`src/rtl/bus_arbiter.sv`:
```
// bus_arbiter: 4-requester round-robin bus arbiter with registered one-hot
// grant, combinational data mux and back-pressure-safe hold counter.
// Optional feature: define ARB_HOLD_LIMIT_EN to force release after HOLD_MAX
// transfers in a single grant (HOLD_MAX legal range 1..15).
module bus_arbiter #(
  parameter int unsigned HOLD_MAX = 8
) (
  input  logic       clk,
  input  logic       rst,
  input  logic [3:0] req,
  input  logic [7:0] din0,
  input  logic [7:0] din1,
  input  logic [7:0] din2,
  input  logic [7:0] din3,
  input  logic       bus_ready,
  output logic [3:0] gnt,
  output logic [1:0] sel,
  output logic       bus_valid,
  output logic [7:0] bus_data
);

  localparam int unsigned N_REQ = 4;
  localparam int unsigned IDX_W = 2;
  localparam int unsigned CNT_W = 4;

  typedef enum logic {
    ST_IDLE  = 1'b0,
    ST_GRANT = 1'b1
  } state_e;

  // Elaboration-time guard on the hold limit range
  if (HOLD_MAX < 1 || HOLD_MAX > 15) begin : g_hold_max_check
    $error("bus_arbiter: HOLD_MAX must be in 1..15");
  end

  state_e             state_q, state_d;
  logic [N_REQ-1:0]   gnt_q, gnt_d;
  logic [IDX_W-1:0]   sel_q, sel_d;
  logic [IDX_W-1:0]   ptr_q, ptr_d;
  logic [CNT_W-1:0]   cnt_q, cnt_d;

  logic               win_valid_c;
  logic [IDX_W-1:0]   win_idx_c;
  logic [IDX_W-1:0]   scan_idx_c;
  logic               xfer_c;
  logic               hold_done_c;
  logic               release_c;
  logic               grant_new_c;

  // Round-robin search starting at ptr; the previous owner is examined last
  always_comb begin
    win_valid_c = 1'b0;
    win_idx_c   = ptr_q;
    scan_idx_c  = ptr_q;
    for (int i = 0; i < N_REQ; i++) begin
      scan_idx_c = IDX_W'(ptr_q + IDX_W'(i));
      if (!win_valid_c && req[scan_idx_c]) begin
        win_valid_c = 1'b1;
        win_idx_c   = scan_idx_c;
      end
    end
  end

  assign bus_valid = (state_q == ST_GRANT) && req[sel_q];
  assign xfer_c    = bus_valid && bus_ready;

`ifdef ARB_HOLD_LIMIT_EN
  localparam logic [CNT_W-1:0] HOLD_LAST = CNT_W'(HOLD_MAX - 1);
  assign hold_done_c = xfer_c && (cnt_q == HOLD_LAST);
`else
  assign hold_done_c = 1'b0;
`endif

  // Owner drop or hold-limit expiry ends the current grant; a stalled
  // transfer keeps req[sel] high and never reaches the limit, so it holds.
  assign release_c   = (state_q == ST_GRANT) && (!req[sel_q] || hold_done_c);
  assign grant_new_c = win_valid_c && ((state_q == ST_IDLE) || release_c);

  // State register
  always_ff @(posedge clk or posedge rst) begin
    if (rst) begin
      state_q <= ST_IDLE;
    end else begin
      state_q <= state_d;
    end
  end

  // Next-state logic
  always_comb begin
    state_d = state_q;
    case (state_q)
      ST_IDLE:  if (req != '0) state_d = ST_GRANT;
      ST_GRANT: if (release_c && !win_valid_c) state_d = ST_IDLE;
      default:  state_d = ST_IDLE;
    endcase
  end

  // Grant, owner index, search pointer and hold counter updates
  always_comb begin
    gnt_d = gnt_q;
    sel_d = sel_q;
    ptr_d = ptr_q;
    cnt_d = cnt_q;
    if (grant_new_c) begin
      gnt_d = N_REQ'(4'b0001 << win_idx_c);
      sel_d = win_idx_c;
      ptr_d = IDX_W'(win_idx_c + IDX_W'(1));
      cnt_d = '0;
    end else if (release_c) begin
      gnt_d = '0;
      cnt_d = '0;
    end else if (xfer_c) begin
      cnt_d = CNT_W'(cnt_q + CNT_W'(1));
    end
  end

  // Datapath registers
  always_ff @(posedge clk or posedge rst) begin
    if (rst) begin
      gnt_q <= '0;
      sel_q <= '0;
      ptr_q <= '0;
      cnt_q <= '0;
    end else begin
      gnt_q <= gnt_d;
      sel_q <= sel_d;
      ptr_q <= ptr_d;
      cnt_q <= cnt_d;
    end
  end

  // Data mux follows sel in every state, including IDLE
  always_comb begin
    case (sel_q)
      2'd0:    bus_data = din0;
      2'd1:    bus_data = din1;
      2'd2:    bus_data = din2;
      default: bus_data = din3;
    endcase
  end

  assign gnt = gnt_q;
  assign sel = sel_q;

endmodule

```
`config.mk`:
```
export PLATFORM = sky130hd
export DESIGN_NAME = bus_arbiter
export DESIGN_NICKNAME = d
export VERILOG_FILES = /design/src/rtl/bus_arbiter.sv
export SDC_FILE = /design/constraint.sdc
export NUM_CORES = 1
export LEC_CHECK = 0
export ABC_AREA = 1
export BUFFER_PORTS_ARGS = -buffer_cell sky130_fd_sc_hd__clkbuf_2
export CORE_ASPECT_RATIO = 1.75
export CORE_MARGIN = 2
export CORE_UTILIZATION = 39
export DETAILED_ROUTE_END_ITERATION = 16
export PLACE_DENSITY = 0.75
export SETUP_SLACK_MARGIN = 0.2
export SLEW_MARGIN = 20
export SYNTH_ARGS = -nofsm -noshare
export SYNTH_HDL_FRONTEND = slang
export SYNTH_SLANG_ARGS = --single-unit
export TNS_END_PERCENT = 50
```
`constraint.sdc`:
```
create_clock -name clk -period 1.85 [get_ports clk]
set_input_delay 0.555 -clock clk [delete_from_list [all_inputs] [get_ports clk]]
set_output_delay 0.555 -clock clk [all_outputs]
set_load 0.005 [all_outputs]
```
==> flow_summary.yaml, run 1 <==
clock_network:
  cts.htree.levels: 1
  clk_path_buf_depth: 2
  path_clk_slew_ps: 40
  clkLatencyLatePin_ps: 230
  postCtsHoldBufs: 0
  cts_tree: "built"
  root_buffer: "clkbuf_8"
  cts.sink_count: 9
  numCtsBuffers: 3
grt:
  first_global_vias: 1155
  overflow: 0
  grt_usage_pct: 22.3
  antenna_found_initial: 0
  grt_start_max_net_pins: 10
  grt_pass1_wl_um: 4390
die:
  start_util_pct: 41.0
  die_h_um: 68.7
  design.core.area_sq_um: 2270
  io_pins: 54
  dieArea_sq_um: 2810
  die_w_um: 41.0
  core.rowCount: 23
pwr:
  p_clk_share_pct: 6.7
  power.switching_mw: 1.62
  p_int_mw: 1.72
  p_total_mw: 3.34
  p_sw_share_pct: 48.4
  power_frac_comb_pct: 81.3
  p_leak_nw: 0.934
  seqPwrFrac_pct: 12.0
  ir_drop_mv: 1.16
  powerDensity_nw_per_um2: 1970
critical_path:
  crit_required_ps: 1290
  ff2ff_setup_slack_ps: -10
  r2r_end: "ptr_q[1]"
  arrival_ps: 1360
  startpoint_type: "flip-flop"
  rr_worst_depth: 11
  crit_type: "reg2out"
  cp_max_fo: 5
  crit_path_end_kind: "output port"
  r2r_start: "ptr_q[0]"
finish:
  multi_input_area_sq_um: 783
  instances_no_fill: 266
  antenna_cells: 0
  fillers: 166
  area_growth_pct: 81.2
  fin_nets: 285
  final-seq-area_sq_um: 229
  final_layout_size_suffix_gt1_share_pct: 58.9
timing:
  rsz0062_at_grt: "yes"
  tightestPinTransition_ps: 339
  finalCritPeriodShare_pct: 103
  hold_viol_final: 0
  drv_slew: 0
  layout_setup_ws_ps: -64.1
  fin_skew_ps: 0.400
  relSlewSlack_pct: 77.4
  fmax_ghz: 0.522
  setup_viol_count_final: 12
  post-route-min-period_ps: 1910
detailed_routing:
  avgViaCountPerCell: 5.15
  top_layer: "met4"
  wl_per_cell_um: 13.4
  ant_nets: 0
  drt-total-wl_um: 3550
  first_pass_iters: 4
  num_vias: 1370
  drc_errors: 0
  dr_wl_met3_um: 293
  met2_length_um: 2000
  drtIter0Drc: 27
  wl_met1_um: 1210
worst_hold_path:
  hold_class: "in2async"
place:
  gp_congestion: 0.883
  dp_cells: 247
  dp.final_hpwl_um: 2260
  port_buffers: 52
status:
  violations: "setup timing"
  outcome: "finished, violations left"
synth:
  syn_avg_cell_area_sq_um: 6.05
  syn_inst: 154
  synth_area_sq_um: 932
  seq_area_frac_synth_pct: 24.2
  ys_warn_count: 0
  syn_nets: 197
  synthDistinctLibCells: 19
  synth.ff_latch_count: 9
flow_run:
  cap_violations: 0
worst max-delay path: stages, from the launching register on:
cell and delay, ps:
dfrtp_2 470, nor2_4 190, buf_4 130, nand2_1 70, a21oi_2 140, clkbuf_2 130
Yosys cell counts, drive strengths merged:
cell type | n | area, sq um
o2111ai | 1 | 15.0
a21oi | 3 | 18.8
dfrtp | 9 | 225
o21ai | 9 | 56.3
ha | 4 | 50.1
inv | 19 | 71.3
nand2 | 77 | 302
nand4 | 10 | 62.6
nor2 | 4 | 25.0
a221oi | 2 | 17.5
buf | 2 | 18.8
nand3 | 14 | 70.1
per-layer routing:
metal / up-vias / GRT usage (%)
li1: 673 / -
met1: 623 / 17.2
met2: 65 / 49.0
met3: 9 / 2.88
met4: 0 / 4.58
met5: - / 0
per-stage QoR:
step	hold WS (ps)	cell area (sq um)	setup TNS, ps	util, %	worst slack [ps]
2_1_floorplan	383	950	0	-	143
3_3_place_gp	505	1360	-156	59.7	-94.8
3_5_place_dp	506	1360	-280	59.7	-125
4_1_cts	259	1560	-284	68.6	-68.1
5_1_grt	283	1690	-1490	74.3	-144
6_report	259	1690	-413	74.3	-64.1
registers in the layout, indices dropped and copies added, names as in the netlist:
name     flops
gnt          4
ptr_q        2
sel          2
state_q      1
area by class of cell:
class | instances | area share [%]
Inverter | 19 | 4.81
Sequential cell | 9 | 13.6
Multi-Input combinational cell | 124 | 46.4
Tap cell | 25 | 1.85
Clock buffer | 4 | 2.67
Timing Repair Buffer | 85 | 30.7
power by group through the flow:
stage | clock network (mW) | logic (mW) | registers [mW]
after floorplan | 0 | 1.21 | 0.359
after global placement | 0 | 1.90 | 0.358
after detailed placement | 0 | 1.92 | 0.362
after CTS | 0.232 | 2.25 | 0.398
after global routing | 0.242 | 2.97 | 0.412
final | 0.225 | 2.71 | 0.399
layout by cell type (no fill, tap or decap), types with 2 or more instances in the layout:
| cell type | n |
|---|---|
| nand4_1 | 10 |
| a21oi_2 | 2 |
| nand2_2 | 17 |
| o21ai_2 | 3 |
| nand3_1 | 8 |
| buf_4 | 30 |
| clkbuf_2 | 52 |
| inv_2 | 6 |
| dfrtp_2 | 3 |
| inv_4 | 2 |
| nor2_4 | 2 |
| ha_2 | 2 |
| inv_1 | 10 |
| nand2_4 | 5 |
| o21ai_1 | 6 |
| nand2_1 | 55 |
| a221oi_2 | 2 |
| nand3_2 | 5 |
| nor2_1 | 2 |
| dfrtp_1 | 6 |
| buf_6 | 3 |
| clkbuf_8 | 3 |
worst max path at each step:
stage	from	endpoint	cells past startpoint
floorplan	req[1]	ptr_q[1]	13
global placement	req[1]	ptr_q[1]	14
detailed placement	req[1]	ptr_q[1]	15
CTS	sel[1]	bus_valid	7
global route	sel[0]	bus_data[4]	5
finish	sel[0]	bus_data[4]	5
kinds of logic (layout without fill, tap and decap cells):
| kind of cell | Yosys count | count (layout) | share of synthesized area (%) |
|---|---|---|---|
| adder cells (fa/ha/maj) | 4 | 4 | 5.37 |
| flip-flops | 9 | 9 | 24.2 |
| AO/OA/AOI/OAI | 15 | 15 | 11.5 |
| AND/OR/NAND/NOR | 105 | 105 | 49.3 |
| buffers and inverters | 21 | 108 | 9.66 |
timing repair:
item / CTS / global route
setup endpoints to repair: 14 / 17
pin swaps: 19 / 16
buffers inserted: 6 / 9
resized for setup: 35 / 16
Power figures use the tool's default switching activity.
==> run 2, diff against run 1 <==
--- a/config.mk
+++ b/config.mk
@@ -11,7 +11,7 @@
 export CORE_MARGIN = 2
 export CORE_UTILIZATION = 39
 export DETAILED_ROUTE_END_ITERATION = 16
-export PLACE_DENSITY = 0.75
+export PLACE_DENSITY = 0.84
 export SETUP_SLACK_MARGIN = 0.2
 export SLEW_MARGIN = 20
 export SYNTH_ARGS = -nofsm -noshare
==> constraint.sdc (replaced) <==
create_clock -name clk -period 1.6 [get_ports clk]
set_input_delay 0.48 -clock clk [delete_from_list [all_inputs] [get_ports clk]]
set_output_delay 0.48 -clock clk [all_outputs]
set_load 0.005 [all_outputs]
==> flow_summary.yaml, run 2 (same netlist as run 1, synthesis figures left out) <==
pwr:
  ir_drop_mv: 1.32
  power_frac_comb_pct: 82.9
  powerDensity_nw_per_um2: 2330
  seqPwrFrac_pct: 10.6
  power.switching_mw: 2.08
  p_sw_share_pct: 49.9
  p_clk_share_pct: 6.4
  p_total_mw: 4.16
  p_int_mw: 2.09
  p_leak_nw: 0.990
detailed_routing:
  drt-total-wl_um: 4010
  first_pass_iters: 5
  drtIter0Drc: 40
  num_vias: 1469
  drc_errors: 0
  ant_nets: 0
  wl_per_cell_um: 14.8
  avgViaCountPerCell: 5.40
die:
  core.rowCount: 23
  start_util_pct: 41.0
  dieArea_sq_um: 2810
  io_pins: 54
  die_h_um: 68.7
  design.core.area_sq_um: 2270
  die_w_um: 41.0
timing:
  rsz0062_at_grt: "yes"
  post-route-min-period_ps: 1890
  finalCritPeriodShare_pct: 118
  layout_setup_ws_ps: -292
  tightestPinTransition_ps: 334
  drv_slew: 0
  tns_ps: -3710
  fmax_ghz: 0.529
  fin_skew_ps: 6.81
  hold_viol_final: 0
  relSlewSlack_pct: 77.7
  setup_viol_count_final: 17
critical_path:
  cp_max_fo: 6
  crit_type: "reg2out"
  arrival_ps: 1410
  r2r_start: "ptr_q[0]"
  ff2ff_setup_slack_ps: -290
  crit_required_ps: 1120
  startpoint_type: "flip-flop"
  crit_path_end_kind: "output port"
  cpPeakStageDelay_ps: 410
  r2r_end: "gnt[0]"
  rr_worst_depth: 13
  path_cells: "buf_6 > nor2_4 > nand2_2 > o2111ai_2 > nand2_2 > inv_1 > clkbuf_2"
  cp_common_cell: "nand2_2"
  slowest_stage: "dfrtp_1"
place:
  dp.final_hpwl_um: 2390
  port_buffers: 52
  gp_congestion: 0.908
  dpl-instance-area_sq_um: 1430
clock_network:
  clkLatencyLatePin_ps: 240
  cts.sink_count: 9
  cts.htree.levels: 1
  cts_tree: "built"
  path_clk_slew_ps: 50
  clk_path_buf_depth: 2
  root_buffer: "clkbuf_8"
  numCtsBuffers: 3
  postCtsHoldBufs: 0
grt:
  antenna_found_initial: 0
  grt_start_max_net_pins: 11
  grt_pass1_wl_um: 5020
  grt_usage_pct: 26.7
  overflow: 0
  first_global_vias: 1321
finish:
  fin_nets: 291
  largest_register_ffs: 4
  fillers: 143
  antenna_cells: 0
  layout_common_cells: "nand2_1 (49), clkbuf_2 (47), buf_4 (34)"
  utilization_pct: 78.6
  area_growth_pct: 91.7
  design_area_sq_um: 1790
  final_common_cell: "nand2_1"
  final_layout_size_suffix_gt1_share_pct: 61.1
status:
  outcome: "finished, violations left"
  violations: "setup timing"
worst_hold_path:
  hold_class: "in2async"
flow_run:
  cap_violations: 0
run 2: worst max path at each step:
stage / startpoint / end / slack, ps / cells past startpoint
finish: sel[0] / bus_valid / -290 / 7
floorplan: ptr_q[1] / ptr_q[1] / -90 / 13
global placement: req[0] / ptr_q[1] / -280 / 14
CTS: sel[1] / bus_data[4] / -220 / 5
detailed placement: req[1] / ptr_q[1] / -340 / 14
global route: sel[0] / bus_valid / -420 / 6
run 2: critical path: cells and delay by family, from the launching register on:
kind	cells	cell delay [ps]
AOI/OAI and AO/OA	1	100
and+or+nand+nor	3	360
buffers and inverters	3	300
DFF	1	410
run 2: power by group through the flow:
stage                     combinational, mW  clock (mW)  sequential (mW)
after floorplan                        1.39           0            0.415
after global placement                 2.30           0            0.402
after detailed placement               2.36           0            0.406
after CTS                              2.86       0.266            0.429
after global routing                   3.75       0.287            0.453
final                                  3.45       0.267            0.443
run 2: timing repair:
| item | in CTS | in global routing |
|---|---|---|
| endpoints found under the setup margin | 17 | 19 |
| resized for setup | 30 | 39 |
| setup buffers | 7 | 3 |
| pin swaps | 15 | 16 |
| cloned | 1 | 0 |
run 2: layout make-up:
cell class / count / area, sq um / area share [%]
flip-flops and latches: 9 / 228 / 12.7
repair buffers: 91 / 576 / 32.2
clock buffers: 4 / 45.0 / 2.52
multi-input cells: 124 / 821 / 45.9
well taps: 25 / 31.3 / 1.75
inverters: 19 / 86.3 / 4.83
run 2: metal layers:
layer / wire (um) / up-vias / track usage (%)
li1: - / 688 / -
met1: 1230 / 664 / 20.2
met2: 2290 / 94 / 54.9
met3: 319 / 23 / 4.17
met4: 172 / 0 / 13.8
met5: 0 / - / 0
run 2: through the flow:
stage          setup WS (ps)  std cells  hold slack (ps)
4_1_cts                 -222        269              184
6_report                -292        272              185
3_5_place_dp            -341        257              435
2_1_floorplan          -85.8        154              308
3_3_place_gp            -276        257              426
5_1_grt                 -419        272              214
